File: src/rtl/bcd_seq_converter.sv
// Sequential binary-to-BCD converter (shift-and-add-3), one bit per clock, with ready/start/done handshake.
// Optional leading-zero blank mask enabled by defining BCD_CONV_LEADING_BLANK_EN.
module bcd_seq_converter #(
    parameter int BIN_W  = 8,
    parameter int DIGITS = 3
) (
    input  logic                  clk,
    input  logic                  rst_n,
    input  logic                  start,
    input  logic [BIN_W-1:0]      bin,
    output logic                  ready,
    output logic                  done,
    output logic [4*DIGITS-1:0]   bcd,
    output logic                  overflow,
    output logic [DIGITS-1:0]     blank
);

    localparam int BCD_W = 4 * DIGITS;
    localparam int CNT_W = $clog2(BIN_W + 1);

    typedef enum logic {
        IDLE,
        SHIFT
    } state_t;

    state_t             state;
    state_t             state_next;
    logic [BIN_W-1:0]   shreg;
    logic [BCD_W-1:0]   scratch;
    logic [BCD_W-1:0]   adjusted;
    logic [BCD_W-1:0]   shifted;
    logic               ovf_scr;
    logic               ovf_next;
    logic [CNT_W-1:0]   cnt;
    logic               accept;
    logic               last;

    assign ready = (state == IDLE);

    // Adjust every digit >= 5 before the shift so no digit exceeds 9 afterwards.
    always_comb begin
        adjusted = scratch;
        for (int unsigned d = 0; d < DIGITS; d++) begin
            if (scratch[4*d +: 4] >= 4'd5) begin
                adjusted[4*d +: 4] = scratch[4*d +: 4] + 4'd3;
            end
        end
        shifted  = {adjusted[BCD_W-2:0], shreg[BIN_W-1]};
        ovf_next = ovf_scr | adjusted[BCD_W-1];
    end

    always_comb begin
        state_next = state;
        accept     = 1'b0;
        last       = 1'b0;
        unique case (state)
            IDLE: begin
                if (start) begin
                    accept     = 1'b1;
                    state_next = SHIFT;
                end
            end
            SHIFT: begin
                if (cnt == CNT_W'(1)) begin
                    last       = 1'b1;
                    state_next = IDLE;
                end
            end
        endcase
    end

    always_ff @(posedge clk or negedge rst_n) begin
        if (!rst_n) begin
            state <= IDLE;
        end else begin
            state <= state_next;
        end
    end

    always_ff @(posedge clk or negedge rst_n) begin
        if (!rst_n) begin
            shreg    <= '0;
            scratch  <= '0;
            ovf_scr  <= 1'b0;
            cnt      <= '0;
            done     <= 1'b0;
            bcd      <= '0;
            overflow <= 1'b0;
        end else begin
            done <= last;
            if (accept) begin
                shreg   <= bin;
                scratch <= '0;
                ovf_scr <= 1'b0;
                cnt     <= CNT_W'(BIN_W);
            end else if (state == SHIFT) begin
                shreg   <= shreg << 1;
                scratch <= shifted;
                ovf_scr <= ovf_next;
                cnt     <= cnt - 1'b1;
            end
            if (last) begin
                bcd      <= shifted;
                overflow <= ovf_next;
            end
        end
    end

`ifdef BCD_CONV_LEADING_BLANK_EN
    localparam logic [DIGITS-1:0] BLANK_RST = ~DIGITS'(1);

    logic [DIGITS-1:0] blank_next;
    logic              zero_above;

    // Scan from the top digit down; blanking stops at the first nonzero digit.
    always_comb begin
        blank_next = '0;
        zero_above = 1'b1;
        if (!ovf_next) begin
            for (int unsigned i = 0; i < DIGITS - 1; i++) begin
                if (zero_above && (shifted[4*(DIGITS-1-i) +: 4] == 4'd0)) begin
                    blank_next[DIGITS-1-i] = 1'b1;
                end else begin
                    zero_above = 1'b0;
                end
            end
        end
    end

    always_ff @(posedge clk or negedge rst_n) begin
        if (!rst_n) begin
            blank <= BLANK_RST;
        end else if (last) begin
            blank <= blank_next;
        end
    end
`else
    assign blank = '0;
`endif

endmodule
File: config.mk
export PLATFORM = sky130hd
export DESIGN_NAME = bcd_seq_converter
export DESIGN_NICKNAME = d
export VERILOG_FILES = /design/src/rtl/bcd_seq_converter.sv
export SDC_FILE = /design/constraint.sdc
export NUM_CORES = 1
export LEC_CHECK = 0
export ABC_AREA = 1
export BUFFER_PORTS_ARGS = -buffer_cell sky130_fd_sc_hd__buf_4
export CAP_MARGIN = 20
export CORE_UTILIZATION = 50
export CTS_CLUSTER_SIZE = 14
export DETAILED_ROUTE_END_ITERATION = 8
export PLACE_DENSITY_LB_ADDON = 0.15
export SLEW_MARGIN = 30
export SYNTH_ARGS = -nofsm -noshare
export SYNTH_HDL_FRONTEND = slang
export SYNTH_SLANG_ARGS = --single-unit
File: constraint.sdc
create_clock -name clk -period 1.2 [get_ports clk]
set_input_delay 0.24 -clock clk [delete_from_list [all_inputs] [get_ports clk]]
set_output_delay 0.24 -clock clk [all_outputs]
set_load 0.05 [all_outputs]
==> flow_metrics.tcl <==
set metrics [dict create \
    syn_area_um2 1910 \
    hpwl_um 2630 \
    gp_congestion 0.854 \
    initial_core_util 0.522 \
    grt_max_degree 41 \
    grt_pass1_vias 1620 \
    drive_gt1_frac 0.420 \
    worst-r2r-setup-slack_ps -100 \
    num_io_pins 29 \
    synth_top_cell_by_area "dfrtp_1" \
    seq_power_share 0.289 \
    finalCriticalPeriod_ps 1300 \
    synth.area.top_cells "dfrtp_1 (52%), nand2_1 (15%), nand3_1 (6.3%)" \
    grt_usage 0.236 \
    peakVddDrop_uv 2040 \
    switching_power_uw 3920 \
    worst_hold_path_type "primary input to register" \
    clock_latency_ps 290 \
    vias 1711 \
    pre_cts_ws_ps -61.9 \
    seq_area_frac_synth 0.524 \
    cp-start-kind "register" \
    worstSetupPathType "register to register" \
    grt_pass1_wl_um 7320 \
    syn_inst 225 \
    cellLeakagePower_uw 0.00135 \
    cts_tree "yes" \
    die_area_um2 4070 \
    worstMarginPinSlew_ps 514 \
    hold_end "shreg[0]" \
    end_kind "register" \
    rsz0062_at_grt "true" \
    layout_common_cells "nand2_1 (59), buf_4 (53), dfrtp_1 (40)" \
    pwr-share-comb 0.610 \
    fp.dieW_um 63.8 \
    drc 0 \
    via_per_inst 5.17 \
    critPathMaxFanout 3 \
    crit_arrival_ps 1490 \
    p_sw_frac 0.471 \
    drt-pass1-iter-count 4 \
    core_area_um2 3660 \
    grt_overflow 0 \
    slew_headroom 0.657 \
    post-route-worst-setup-slack_ps -102 \
    outcome "complete, but fails checks" \
    clkPwrFrac 0.101 \
    synth.avg_cell_area_um2 8.50 \
    ys_warn_count 0 \
    ys_types 22 \
    cap_violations 0 \
    timing.rr.start "scratch[9]" \
    slew_violations 0 \
    synth_top_area_frac 0.524 \
    hold_depth 3 \
    min_from "bin[0]" \
    antenna_found_initial 0 \
    worstRegToRegCells 9 \
    worstPathRequired_ps 1380 \
    htreeDepth 2 \
    wirelength_um 4340 \
    port_buffers 25 \
    clockRootBuffer "clkbuf_8" \
    diodes 0 \
    final_area_um2 2680 \
    clk_pin_slew_ps 70 \
    nNetsFinal 302 \
    internal-power_uw 4400 \
    clock_skew_ps 3.05 \
    drtIter0Drc 95 \
    fin_crit_sh 1.08 \
    fmax_mhz 768 \
    syn_to_final_growth_pct 40.2 \
    fin_tns_setup_ps -788 \
    hold_slack_ps 149 \
    cts.sinks 40 \
    rows 22 \
    setup_violations 18 \
    layout_commonest_cell "nand2_1" \
    clock_path_buffers 2 \
    final_util 0.732 \
    violations "setup timing" \
    p_per_area_nw_per_um2 3100 \
    place_area_um2 2280 \
    cts_made_buffers 5 \
    r2r-end "bcd[9]" \
    synth_seq_cells 40 \
    finalHoldViolCount 0 \
    wl_per_cell_um 13.1 \
    ant_nets 0 \
    die_y_um 63.8 \
]
==> per-layer routing <==
metal,up-vias,track usage,share of wire
li1,841,-,-
met1,822,0.306,0.45
met2,39,0.372,0.49
met3,9,0.0607,0.036
met4,0,0.0994,0.020
met5,-,0,0
==> layout make-up <==
| class | count | area, um^2 |
|---|---|---|
| Inverter | 28 | 113 |
| Sequential cell | 40 | 1000 |
| Clock inverter | 1 | 5.00 |
| Timing Repair Buffer | 58 | 457 |
| Clock buffer | 6 | 72.6 |
| Tap cell | 48 | 60.1 |
| Fill cell | 274 | 980 |
| Multi-Input combinational cell | 150 | 973 |
==> per-stage QoR <==
step / instances / total power, uW
finish: 331 / 8310
detailed placement: 310 / 6270
CTS: 329 / 7690
global route: 331 / 8970
floorplan: 227 / 5040
global placement: 310 / 6230
==> sequential cells by signal (all words and copies together) (netlist names) <==
| signal | count |
|---|---|
| shreg | 8 |
| bcd | 12 |
| ovf_scr | 1 |
| overflow | 1 |
| cnt | 4 |
| state | 1 |
| scratch | 12 |
| done | 1 |
==> cells in the mapped netlist <==
cell      count
a21oi_1       3
a22oi_1       1
a31oi_1       1
buf_2         3
buf_4         4
buf_6         1
clkbuf_1      1
conb_1        1
dfrtp_1      40
ha_1          8
inv_1        26
inv_2         2
nand2_1      75
nand3_1      24
nor2_1        5
nor3_2        1
o211ai_1      4
o21ai_0      14
o21ai_2       1
o21bai_1      1
o221ai_1      4
o22ai_1       5
==> power groups by stage <==
stage / clock network [uW] / registers (uW) / logic [uW]
after floorplan: 0 / 3040 / 2000
after global placement: 0 / 2370 / 3850
after detailed placement: 0 / 2380 / 3890
after CTS: 860 / 2370 / 4450
after global routing: 918 / 2470 / 5580
final: 841 / 2400 / 5070
==> critical path: stages, from the launching register on <==
cell and delay, ps:
dfrtp_1 400, inv_2 100, ha_2 180, nand2_1 70, nand2_2 100, inv_2 60
nand2_2 80, nand2_2 70, nand3_1 80, nand2_1 50
==> what timing repair did <==
item	4_1_cts	5_1_grt
setup buffers	12	2
endpoints found under the setup margin	22	31
resized for setup	31	35
hold endpoints to repair	40	0
hold buffers	1	0
pin swaps	14	9
==> kinds of logic (layout without fill, tap and decap cells) <==
kind of cell | Yosys count | count (layout) | share of synthesized area
flip-flops | 40 | 40 | 0.524
adder cells (fa/ha/maj) | 8 | 8 | 0.0524
AND/OR/NAND/NOR | 105 | 105 | 0.225
other | 1 | 3 | 0.00196
AO/OA/AOI/OAI | 34 | 34 | 0.111
buffers and inverters | 37 | 93 | 0.0864
==> worst max-delay path by stage <==
stage / endpoint / from / slack (ps)
2_1_floorplan: bcd[10] / cnt[1] / -3
3_3_place_gp: scratch[5] / scratch[4] / -50
3_5_place_dp: scratch[2] / scratch[0] / -60
4_1_cts: bcd[7] / cnt[1] / -30
5_1_grt: bcd[9] / scratch[8] / -190
6_report: bcd[9] / scratch[9] / -100
Power figures use the tool's default switching activity.
